File: config.mk
export PLATFORM = sky130hd
export DESIGN_NAME = mdio_controller
export DESIGN_NICKNAME = d
export VERILOG_FILES = /design/src/rtl/mdio_controller.sv
export SDC_FILE = /design/constraint.sdc
export NUM_CORES = 1
export LEC_CHECK = 0
export ABC_AREA = 0
export BUFFER_PORTS_ARGS = -buffer_cell sky130_fd_sc_hd__buf_2
export CAP_MARGIN = 10
export CELL_PAD_IN_SITES_DETAIL_PLACEMENT = 1
export CELL_PAD_IN_SITES_GLOBAL_PLACEMENT = 2
export CORE_ASPECT_RATIO = 0.8
export CORE_UTILIZATION = 40
export CTS_CLUSTER_DIAMETER = 30
export DETAILED_ROUTE_END_ITERATION = 10
export MAX_ROUTING_LAYER = met4
export PLACE_DENSITY = 0.83
export SLEW_MARGIN = 20
export SYNTH_ARGS = -nofsm -noshare
export SYNTH_HDL_FRONTEND = slang
export SYNTH_SLANG_ARGS = --single-unit
File: constraint.sdc
create_clock -name clk -period 4.2 [get_ports clk]
set_clock_uncertainty 0.05 [all_clocks]
set_input_delay 0.84 -clock clk [delete_from_list [all_inputs] [get_ports clk]]
set_output_delay 0.84 -clock clk [all_outputs]
set_load 0.05 [all_outputs]
File: src/rtl/mdio_controller.sv
// rtl/mdio_controller.sv - Clause-22 MDIO management master, MDC = clk/2, 32-bit frames
module mdio_controller (
  input  logic        clk,
  input  logic        rst,
  input  logic        MDIO_START,
  input  logic [31:0] T_DATA,
  input  logic [15:0] MDIO_IN,
  output logic        MDC,
  output logic        MDIO_OUT,
  output logic        MDIO_OE,
  output logic [15:0] RD_DATA,
  output logic        DATA_RDY
);

  typedef enum logic {IDLE, ACTIVE} state_t;

  state_t      state_q, state_d;
  logic [31:0] frame_q, frame_d;
  logic [4:0]  bit_idx_q, bit_idx_d;
  logic        phase_q, phase_d;
  logic        is_read_q, is_read_d;
  logic [15:0] shadow_q, shadow_d;
  logic [15:0] rd_data_q, rd_data_d;
  logic        mdc_q, mdc_d;
  logic        out_q, out_d;
  logic        oe_q, oe_d;
  logic        rdy_q, rdy_d;
  logic [4:0]  next_idx;
  logic        next_drive;
  logic [15:0] shadow_shift;

  // Only the serial lane of the PHY input bus carries data.
  logic unused_mdio_in;
  assign unused_mdio_in = ^MDIO_IN[15:1];

  assign next_idx     = bit_idx_q - 5'd1;
  assign next_drive   = !is_read_q || (next_idx >= 5'd18);
  assign shadow_shift = {shadow_q[14:0], MDIO_IN[0]};

  always_ff @(posedge clk or negedge rst) begin
    if (!rst) begin
      state_q   <= IDLE;
      frame_q   <= '0;
      bit_idx_q <= '0;
      phase_q   <= 1'b0;
      is_read_q <= 1'b0;
      shadow_q  <= '0;
      rd_data_q <= '0;
      mdc_q     <= 1'b0;
      out_q     <= 1'b0;
      oe_q      <= 1'b0;
      rdy_q     <= 1'b0;
    end else begin
      state_q   <= state_d;
      frame_q   <= frame_d;
      bit_idx_q <= bit_idx_d;
      phase_q   <= phase_d;
      is_read_q <= is_read_d;
      shadow_q  <= shadow_d;
      rd_data_q <= rd_data_d;
      mdc_q     <= mdc_d;
      out_q     <= out_d;
      oe_q      <= oe_d;
      rdy_q     <= rdy_d;
    end
  end

  always_comb begin
    state_d   = state_q;
    frame_d   = frame_q;
    bit_idx_d = bit_idx_q;
    phase_d   = phase_q;
    is_read_d = is_read_q;
    shadow_d  = shadow_q;
    rd_data_d = rd_data_q;
    mdc_d     = mdc_q;
    out_d     = out_q;
    oe_d      = oe_q;
    rdy_d     = 1'b0;
    case (state_q)
      IDLE: begin
        mdc_d = 1'b0;
        out_d = 1'b0;
        oe_d  = 1'b0;
        if (MDIO_START) begin
          state_d   = ACTIVE;
          frame_d   = T_DATA;
          bit_idx_d = 5'd31;
          phase_d   = 1'b0;
          is_read_d = (T_DATA[29:28] == 2'b10);
          out_d     = T_DATA[31];
          oe_d      = 1'b1;
        end
      end
      ACTIVE: begin
        if (!phase_q) begin
          phase_d = 1'b1;
          mdc_d   = 1'b1;
        end else begin
          // End of high phase: PHY data bit is stable here, then advance to next bit.
          phase_d = 1'b0;
          mdc_d   = 1'b0;
          if (is_read_q && (bit_idx_q <= 5'd15)) begin
            shadow_d = shadow_shift;
          end
          if (bit_idx_q == 5'd0) begin
            state_d = IDLE;
            out_d   = 1'b0;
            oe_d    = 1'b0;
            if (is_read_q) begin
              rd_data_d = shadow_shift;
              rdy_d     = 1'b1;
            end
          end else begin
            bit_idx_d = next_idx;
            oe_d      = next_drive;
            out_d     = next_drive ? frame_q[next_idx] : 1'b0;
          end
        end
      end
      default: state_d = IDLE;
    endcase
  end

  assign MDC      = mdc_q;
  assign MDIO_OUT = out_q;
  assign MDIO_OE  = oe_q;
  assign RD_DATA  = rd_data_q;
  assign DATA_RDY = rdy_q;

endmodule

==> Implementation_results.wiki <==
{| class="wikitable"
! Metric !! Value
|-
| Row count || 28
|-
| Maximum clock rate || roughly 0.34 GHz
|-
| Number of DRC violations after detailed-routing iteration 0 || between 60 and 70
|-
| Quantity of gates resized following cts || 0
|-
| Worst Path Arrival || ~3 ns
|-
| WL met3 || roughly 230 um
|-
| Synthesized flop and latch total || 75
|-
| Aggregate global-route resource usage || 0.170
|-
| Die outline width || between 100 and 150 um
|-
| Transition time at the pin with the least slew margin || around 0.87 ns
|-
| Placeable Area || between 0.007 and 0.008 mm^2
|-
| First-pass iteration count of the detailed router || 4
|-
| Number of endpoints with negative hold slack in the final report || 0
|-
| Worst path required time || between 4 and 5 ns
|-
| Proportion of synthesized chip area in sequential cells || 0.580
|-
| Clock-pin slew reported for the worst setup and hold paths after clock tree synthesis || ~0.080 ns
|-
| Area Growth Syn to Fin || 16.6%
|-
| GP Congestion || just over 0.7
|-
| Type of destination of the critical path || flop
|-
| Crit path setup slack, layout || around 1.3 ns
|-
| Static Leakage || approximately 1.8 nW
|-
| Outcome || finished clean
|-
| Largest net degree at the start of global routing || 42
|-
| Cell Chain, Critical Path || inv_1 -> ha_1 -> or3b_1 -> nor2_2 -> mux2_2
|-
| Clk buf depth || 2
|-
| Count of buffers inserted at the top-level ports || between 50 and 60
|-
| DR DRC count || 0
|-
| Max Fanout on Critical Path || 17
|-
| Power per Cell Area || 695 mW/mm^2
|-
| Global-route wire length before repair || just over 10000 um
|-
| Number of warning messages in the yosys log || 0
|-
| Die Outline Area || between 0.008 and 0.009 mm^2
|-
| Post-route ant nets || 0
|-
| Wire length reported by the detailed router || 6020 um
|-
| Type of the tightest min-delay check || reg -> reg
|-
| Final Cycle Share || 0.691
|-
| Number of levels the H-tree was split into || 3
|-
| Layout fillers || roughly 800
|-
| Normalized max-slew margin || 0.418
|-
| Net count after synthesis || 269
|-
| Via count of the first global-routing pass || between 2000 and 2500
|-
| Worst hold margin || 0.437 ns
|-
| Number of instances in the synthesized netlist || 216
|-
| Vias/cell || 5.05
|-
| CTS root buffer || sky130_fd_sc_hd__clkbuf_8
|-
| Average detailed-routed wire length per instance || 15.8 um
|-
| GR Overflow Total || 0
|-
| Setup TNS || 0 ns
|-
| Unrepaired setup endpoints after global routing || false
|-
| Number of distinct library cells after synthesis || 38
|-
| Top Layer Used || met4
|-
| Clock network latency to the later pin of the worst-skew pair || about 0.34 ns
|-
| Fraction of final layout cells sized beyond drive strength 1 || 0.538
|-
| Clock period minus final worst setup slack || between 2 and 3 ns
|-
| Number of endpoints failing setup at the final stage || 0
|-
| Die extent in y || a little over 80 um
|-
| Final non-filler cell area || 0.00377 mm^2
|-
| Vias after detailed routing || 1930
|-
| Max-cap violations || 0
|-
| Type of origin of the critical path || flop
|-
| Post-synth design cell area || between 0.003 and 0.004 mm^2
|-
| Starting Density || 0.425
|-
| Most common library cell in the layout ignoring fill and taps || sky130_fd_sc_hd__dfrtp_1
|-
| Mean area per synthesized cell || 15.0 um^2
|-
| Max rail drop VDD || 0.000280 V
|-
| Clock tree from TritonCTS || built
|-
| Longest individual stage delay on the worst path || a little over 0.7 ns
|-
| Number of antenna cells inserted || 0
|-
| # IOs || 71
|-
| Number of nets in the layout || ~330
|-
| Slowest stage cell, crit path || sky130_fd_sc_hd__nor2_2
|-
| Worst Path Class, Setup || reg -> reg
|-
| Half-perimeter wire length of the detailed placement result || roughly 4200 um
|-
| Cts bufs inserted || 9
|-
| Detailed route wirelength on metal2 || about 2900 um
|-
| Number of antenna violations at the first check in global routing || 0
|-
| Number of max-slew violations in the final report || 0
|-
| Worst slack at placement || 1.23 ns
|-
| Sink Count || 75
|-
| Post-DP Area || roughly 0.0036 mm^2
|-
| Met1 Routed Length || 2840 um
|-
| Most used cells in the layout excluding fill and tap cells || sky130_fd_sc_hd__dfrtp_1, sky130_fd_sc_hd__mux2_2, sky130_fd_sc_hd__buf_2, sky130_fd_sc_hd__clkbuf_8, sky130_fd_sc_hd__mux4_2
|-
| Buffers inserted during post-CTS setup optimization || 0
|-
| # hold bufs at CTS || 0
|-
| Final core utilization || 0.496
|}
[Yosys cell counts]
master	n	area, um^2
sky130_fd_sc_hd__or3_2	1	7.51
sky130_fd_sc_hd__nand3_1	1	5.00
sky130_fd_sc_hd__dfrtp_1	75	1880
sky130_fd_sc_hd__and2b_2	1	8.76
sky130_fd_sc_hd__mux2_4	1	15.0
sky130_fd_sc_hd__buf_6	3	33.8
sky130_fd_sc_hd__clkbuf_8	1	13.8
sky130_fd_sc_hd__nand2_1	4	15.0
sky130_fd_sc_hd__or2_2	1	6.26
sky130_fd_sc_hd__nor2_2	1	6.26
sky130_fd_sc_hd__ha_1	2	25.0
sky130_fd_sc_hd__a31oi_1	1	6.26
sky130_fd_sc_hd__or3b_1	1	8.76
sky130_fd_sc_hd__nor2_1	2	7.51
sky130_fd_sc_hd__nand4b_1	1	8.76
sky130_fd_sc_hd__nand3b_1	3	22.5
sky130_fd_sc_hd__a32oi_1	1	8.76
sky130_fd_sc_hd__nor3_1	6	30.0
sky130_fd_sc_hd__o211a_1	1	10.0
sky130_fd_sc_hd__o31a_2	1	10.0
sky130_fd_sc_hd__o311a_2	1	11.3
sky130_fd_sc_hd__inv_1	6	22.5
sky130_fd_sc_hd__a21o_1	1	7.51
sky130_fd_sc_hd__nor2b_1	1	6.26
sky130_fd_sc_hd__clkbuf_1	3	11.3
sky130_fd_sc_hd__o21ai_0	4	20.0
sky130_fd_sc_hd__buf_2	2	10.0
sky130_fd_sc_hd__nand4_1	1	6.26
sky130_fd_sc_hd__or4_1	1	7.51
sky130_fd_sc_hd__xnor2_1	2	17.5
sky130_fd_sc_hd__o22ai_1	1	6.26
sky130_fd_sc_hd__mux4_2	8	180
sky130_fd_sc_hd__xor2_1	2	17.5
sky130_fd_sc_hd__a211o_1	1	8.76
sky130_fd_sc_hd__a21oi_1	5	25.0
sky130_fd_sc_hd__mux2_2	62	698
sky130_fd_sc_hd__mux2i_1	4	40.0
sky130_fd_sc_hd__buf_1	3	11.3
[path summary, 6_finish.rpt]
path / startpoint / end / slack [ns] / cells after the start
max in group asynchronous: rst / RD_DATA[7]$_DFFE_PN0P_ / 2.57 / 2
min: MDIO_OE$_DFFE_PN0N_ / MDIO_OE$_DFFE_PN0N_ / 0.44 / 1
max reg2reg: bit_idx_q[0]$_DFFE_PN0P_ / RD_DATA[14]$_DFFE_PN0P_ / 1.30 / 5
min reg2reg: MDIO_OE$_DFFE_PN0N_ / MDIO_OE$_DFFE_PN0N_ / 0.44 / 1
min in group asynchronous: rst / frame_q[14]$_DFFE_PN0P_ / 0.53 / 1
max: bit_idx_q[0]$_DFFE_PN0P_ / RD_DATA[14]$_DFFE_PN0P_ / 1.30 / 5
[cells by family (layout without fill, tap and decap cells)]
family,after synthesis,in the layout,share of synthesized area
mux,75,75,0.289
flops,75,75,0.580
simple gates,25,25,0.0453
buf+inv,18,79,0.0317
compound gates,17,17,0.0352
xor+xnor,4,4,0.0108
fa+ha+maj,2,2,0.00774
[worst max-delay path: cells and delay by family (launching register included)]
family / cells / cell delay (ns)
AND/OR/NAND/NOR: 2 / 1.21
flip-flops: 1 / 0.64
multiplexers: 1 / 0.42
adder cells (fa/ha/maj): 1 / 0.28
buffers and inverters: 1 / 0.19
[layout make-up]
class / instances / area, um^2 / share of cell area
timing repair buffer: 57 / 290 / 0.0770
sequential: 75 / 1880 / 0.498
multi-input combinational: 123 / 1250 / 0.333
clock inverter: 5 / 52.6 / 0.0139
tap: 105 / 131 / 0.0349
clock buffer: 11 / 141 / 0.0375
inverter: 6 / 22.5 / 0.00598
[layer usage]
| metal | global-route usage | vias up |
|---|---|---|
| met5 | - | - |
| met4 | 0.0514 | 0 |
| met3 | 0.0471 | 7 |
| met2 | 0.257 | 36 |
| met1 | 0.225 | 996 |
| li1 | - | 891 |
[through the flow]
step / total power, mW / instances
floorplan: 1.87 / 216
global route: 2.80 / 382
detailed placement: 2.10 / 366
finish: 2.62 / 382
CTS: 2.66 / 382
global placement: 2.05 / 366
[state kept, by name (all words and copies together), names as in the netlist]
name,flops
DATA_RDY,1
MDC,1
MDIO_OE,1
MDIO_OUT,1
RD_DATA,16
bit_idx_q,5
frame_q,32
is_read_q,1
phase_q,1
shadow_q,15
state_q,1
[power breakdown]
part / switching [mW] / internal [mW] / leakage [nW]
registers: 0.189 / 0.964 / 0.945
clock network: 0.255 / 0.288 / 0.0991
logic: 0.423 / 0.501 / 0.756
total: 0.867 / 1.75 / 1.80
Power figures use the tool's default switching activity.
